File: src/rtl/memory_access_controller.sv
// Single-access MAR/MDR/RAM sequencer: IDLE -> ADDR -> WAIT x WAIT_CYCLES -> XFER -> DONE.
// Optional macro MEMCTL_PROTOCOL_CHECK_EN adds a sticky out_err protocol-violation flag.
module memory_access_controller #(
    parameter int ADDR_WIDTH  = 9,
    parameter int WAIT_CYCLES = 1
) (
    input  logic                  in_clk,
    input  logic                  in_clr,
    input  logic                  in_req_read,
    input  logic                  in_req_write,
    input  logic [ADDR_WIDTH-1:0] in_addr,
    output logic [ADDR_WIDTH-1:0] out_mem_addr,
    output logic                  out_mar_write,
    output logic                  out_mdr_read,
    output logic                  out_mdr_write,
    output logic                  out_mem_read,
    output logic                  out_mem_write,
    output logic                  out_busy,
`ifdef MEMCTL_PROTOCOL_CHECK_EN
    output logic                  out_err,
`endif
    output logic                  out_done
);

    typedef enum logic [2:0] {
        S_IDLE,
        S_ADDR,
        S_WAIT,
        S_XFER,
        S_DONE
    } state_t;

    localparam logic [3:0] CNT_INIT = (WAIT_CYCLES > 0) ? 4'(WAIT_CYCLES - 1) : 4'd0;

    state_t                state_q, state_d;
    logic                  op_rd_q, op_rd_d;
    logic [ADDR_WIDTH-1:0] addr_q, addr_d;
    logic [3:0]            cnt_q, cnt_d;

    always_ff @(posedge in_clk or negedge in_clr) begin
        if (!in_clr) begin
            state_q <= S_IDLE;
            op_rd_q <= 1'b0;
            addr_q  <= '0;
            cnt_q   <= 4'd0;
        end else begin
            state_q <= state_d;
            op_rd_q <= op_rd_d;
            addr_q  <= addr_d;
            cnt_q   <= cnt_d;
        end
    end

    always_comb begin
        state_d = state_q;
        op_rd_d = op_rd_q;
        addr_d  = addr_q;
        cnt_d   = cnt_q;
        case (state_q)
            S_IDLE: begin
                // Read has priority; a simultaneous write is dropped.
                if (in_req_read || in_req_write) begin
                    state_d = S_ADDR;
                    op_rd_d = in_req_read;
                    addr_d  = in_addr;
                end
            end
            S_ADDR: begin
                cnt_d   = CNT_INIT;
                state_d = (WAIT_CYCLES > 0) ? S_WAIT : S_XFER;
            end
            S_WAIT: begin
                if (cnt_q == 4'd0) state_d = S_XFER;
                else               cnt_d   = cnt_q - 4'd1;
            end
            S_XFER:  state_d = S_DONE;
            S_DONE:  state_d = S_IDLE;
            default: state_d = S_IDLE;
        endcase
    end

    // Moore outputs decoded only from registered state and op bit.
    always_comb begin
        out_mar_write = 1'b0;
        out_mdr_read  = 1'b0;
        out_mdr_write = 1'b0;
        out_mem_read  = 1'b0;
        out_mem_write = 1'b0;
        out_done      = 1'b0;
        case (state_q)
            S_ADDR: begin
                out_mar_write = 1'b1;
                out_mem_read  = op_rd_q;
            end
            S_WAIT: out_mem_read = op_rd_q;
            S_XFER: begin
                out_mem_read  = op_rd_q;
                out_mdr_read  = op_rd_q;
                out_mdr_write = op_rd_q;
                out_mem_write = !op_rd_q;
            end
            S_DONE:  out_done = 1'b1;
            default: ;
        endcase
    end

    assign out_busy     = (state_q != S_IDLE);
    assign out_mem_addr = addr_q;

`ifdef MEMCTL_PROTOCOL_CHECK_EN
    logic err_q, err_d;

    always_comb begin
        err_d = err_q;
        if (state_q == S_IDLE && in_req_read && in_req_write)
            err_d = 1'b1;
        if ((state_q == S_XFER || state_q == S_DONE) && (in_req_read || in_req_write))
            err_d = 1'b1;
    end

    always_ff @(posedge in_clk or negedge in_clr) begin
        if (!in_clr) err_q <= 1'b0;
        else         err_q <= err_d;
    end

    assign out_err = err_q;
`endif

endmodule

File: config.mk
export PLATFORM = sky130hd
export DESIGN_NAME = memory_access_controller
export DESIGN_NICKNAME = d
export VERILOG_FILES = /design/src/rtl/memory_access_controller.sv
export SDC_FILE = /design/constraint.sdc
export NUM_CORES = 1
export LEC_CHECK = 0
export ABC_CLOCK_PERIOD_IN_PS = 2300
export CORE_AREA = 2 2 51 43
export DETAILED_ROUTE_END_ITERATION = 8
export DIE_AREA = 0 0 53 45
export MAX_ROUTING_LAYER = met4
export PLACE_DENSITY = 0.78
export SYNTH_ARGS = -nofsm -noshare
export SYNTH_HDL_FRONTEND = slang
export SYNTH_SLANG_ARGS = --single-unit
export TNS_END_PERCENT = 50
File: constraint.sdc
create_clock -name in_clk -period 2.3 [get_ports in_clk]
set_clock_uncertainty 0.15 [all_clocks]
set_input_delay 0.46 -clock in_clk [delete_from_list [all_inputs] [get_ports in_clk]]
set_output_delay 0.46 -clock in_clk [all_outputs]
set_load 0.005 [all_outputs]
==> flow_summary.yaml <==
run_status:
  status: "finished clean"
clock_network:
  postCtsHoldBufs: 0
  clock_sinks: 17
  clk_path_buf_depth: 2
  ctsRootBufferMaster: "clkbuf_4"
  path_clk_slew_ns: 0.10
  cts-htree-levels: 1
  cts_tree: "done"
  clk_latency_ns: 0.28
  cts_made_buffers: 3
critical_path:
  cp_slowest_cell: "clkdlybuf4s50_1"
  slowest_delay_ns: 0.49
  worstSetupPathType: "reg -> out"
  arrival_ns: 1.58
  critical_path.cell_chain: "buf_4 > nor2_1 > and2_1 > clkdlybuf4s50_1"
  worstPathRequired_ns: 1.69
  worstSetupStartpointType: "register"
  end_kind: "output port"
  path_max_fanout: 5
timing:
  worstMarginPinSlew_ns: 0.3420
  setup_viol: 0
  fin_crit_ns: 2.187
  final.setup.tns_ns: 0
  drv_slew: 0
  maxSlewHeadroom_pct: 77.11
  max_freq_mhz: 457.2
  worst_hold_slack_ns: 0.3266
  rsz0062_at_grt: "false"
  post-route-period-util_pct: 95.09
  hold_violations: 0
floorplanning:
  die_y_um: 45
  design.die.area_sq_um: 2385
  ios: 29
  initial_utilization_pct: 44.22
  rows: 14
  die_x_um: 53
  core_area_sq_um: 1839
worst_hold_path:
  hp-class: "in -> async"
final_layout:
  drive_gt1_share_pct: 25.51
  area_growth_pct: 48.15
  final_common_cell: "clkdlybuf4s50_1"
  final.fill_count: 156
  multi_input_area_sq_um: 364.1
  layout_common_cells: "clkdlybuf4s50_1 (23), dfrtp_1 (16), mux2_4 (9)"
  nets: 113
  diodes: 0
  seq_area_sq_um: 426.7
route:
  via_count: 567
  drt_iter0_markers: 1
  routedWlPerCell_um: 12.16
  routed_wl_mm: 1.484
  viasPerCell: 4.648
  route.detailed.drc: 0
  drtAntennaViolNets: 0
  firstDrtPassIters: 3
synthesis:
  yosys.cell_types.count: 23
  synthesis.nets: 76
  synth_warnings: 0
  synth_area_per_cell_sq_um: 13.12
  synth_cells: 62
  ys_seq_elements: 17
  yosysSeqAreaShare_pct: 52.31
  syn_area_sq_um: 813.3
global_routing:
  grt_usage_pct: 15.01
  gr-total-overflow: 0
  grt_pass1_vias: 608
  grt_pass1_wl_mm: 2.497
  antenna_found_initial: 0
  grt_max_degree: 18
power:
  switching_share_pct: 30.19
  power_switching_uw: 445.0
  p_total_mw: 1.474
  clock_power_share_pct: 10.4
  max-vdd-ir-drop_v: 0.0006783
  p_int_mw: 1.029
  power_per_cell_area_nw_per_um2: 1223
  p_leak_nw: 0.6305
  combPwrFrac_pct: 56.5
  p_seq_share_pct: 33.2
place:
  gp_congestion: 0.7454
  place_hpwl_mm: 1.136
  io_buffers: 28
flow_run:
  maxCapViolCount: 0
==> logic make-up after synthesis <==
family	Yosys count	synth area share [%]
flops	17	52.31
simple gates	22	17.85
compound gates	2	2.308
xor+xnor	1	1.077
fa+ha+maj	1	1.538
mux	13	21.54
buf+inv	6	3.384
==> cell usage after synthesis <==
| master | n | area (sq um) |
|---|---|---|
| nor3_1 | 1 | 5.000 |
| or3b_1 | 2 | 17.52 |
| mux2i_1 | 4 | 40.04 |
| nor2_1 | 4 | 15.01 |
| nand3_1 | 1 | 5.000 |
| nor2_8 | 1 | 20.02 |
| inv_2 | 1 | 3.750 |
| nand2_1 | 5 | 18.77 |
| dfrtp_1 | 17 | 425.4 |
| buf_4 | 1 | 7.510 |
| ha_1 | 1 | 12.51 |
| buf_2 | 1 | 5.000 |
| inv_1 | 3 | 11.26 |
| and3b_1 | 1 | 8.760 |
| o311a_1 | 1 | 10.01 |
| nor3_4 | 1 | 16.27 |
| nor3b_1 | 1 | 7.510 |
| xnor2_1 | 1 | 8.760 |
| nand4_1 | 2 | 12.51 |
| nor2b_1 | 1 | 6.260 |
| and2_1 | 2 | 12.51 |
| mux2_4 | 9 | 135.1 |
| a22o_1 | 1 | 8.760 |
==> critical path: cells and delay by family (launching register included) <==
kind          cells  cell delay, ns
buf+inv           2            0.65
flops             1            0.39
simple gates      2            0.26
==> layout make-up <==
type / instances / area share, %
tap: 24 / 2.492
timing repair buffer: 34 / 28.35
multi-input combinational: 39 / 30.22
inverter: 4 / 1.246
sequential: 17 / 35.41
clock inverter: 1 / 0.4154
clock buffer: 3 / 1.869
==> power groups by stage <==
stage,clock network [mW],logic (mW),registers [mW]
floorplan,0,0.416,0.506
global placement,0,0.778,0.498
detailed placement,0,0.790,0.494
CTS,0.160,0.849,0.489
global route,0.173,0.895,0.505
finish,0.153,0.832,0.489
==> timing repair <==
item,in CTS,in global routing
setup endpoints to repair,2,5
resized for setup,2,7
setup buffers,3,0
pin swaps,1,0
==> sequential cells by signal, indices dropped and copies added (netlist names) <==
signal / count
cnt_q: 4
state_q: 3
op_rd_q: 1
out_mem_addr: 9
==> stage by stage <==
stage / std cells / util, % / worst slack [ns] / instance area (sq um)
detailed placement: 115 / 61.63 / 0.2002 / 1134
global placement: 115 / 61.63 / 0.2104 / 1134
finish: 122 / 65.51 / 0.1128 / 1205
global route: 122 / 65.51 / 0.03955 / 1205
floorplan: 62 / - / 0.6988 / 813.3
CTS: 122 / 64.56 / 0.02306 / 1187
==> final timing paths <==
kind,startpoint,endpoint,slack (ns),cells past startpoint
worst max-delay path,state_q[0],out_done,0.11,4
worst min-delay path,in_clr,out_mem_addr[3],0.33,2
worst max register to register,state_q[2],out_mem_addr[4],0.60,5
worst min register to register,cnt_q[3],cnt_q[3],0.33,1
max in group asynchronous,in_clr,state_q[2],1.48,2
min in group in_clk,cnt_q[3],cnt_q[3],0.33,1
==> routing by layer <==
layer / vias to the layer above / track usage (%) / wire length, um
met3: 2 / 3.974 / 94
li1: 288 / - / -
met1: 258 / 18.83 / 685
met5: - / - / 0
met2: 19 / 24.75 / 689
met4: 0 / 3.077 / 14
Power figures use the tool's default switching activity.
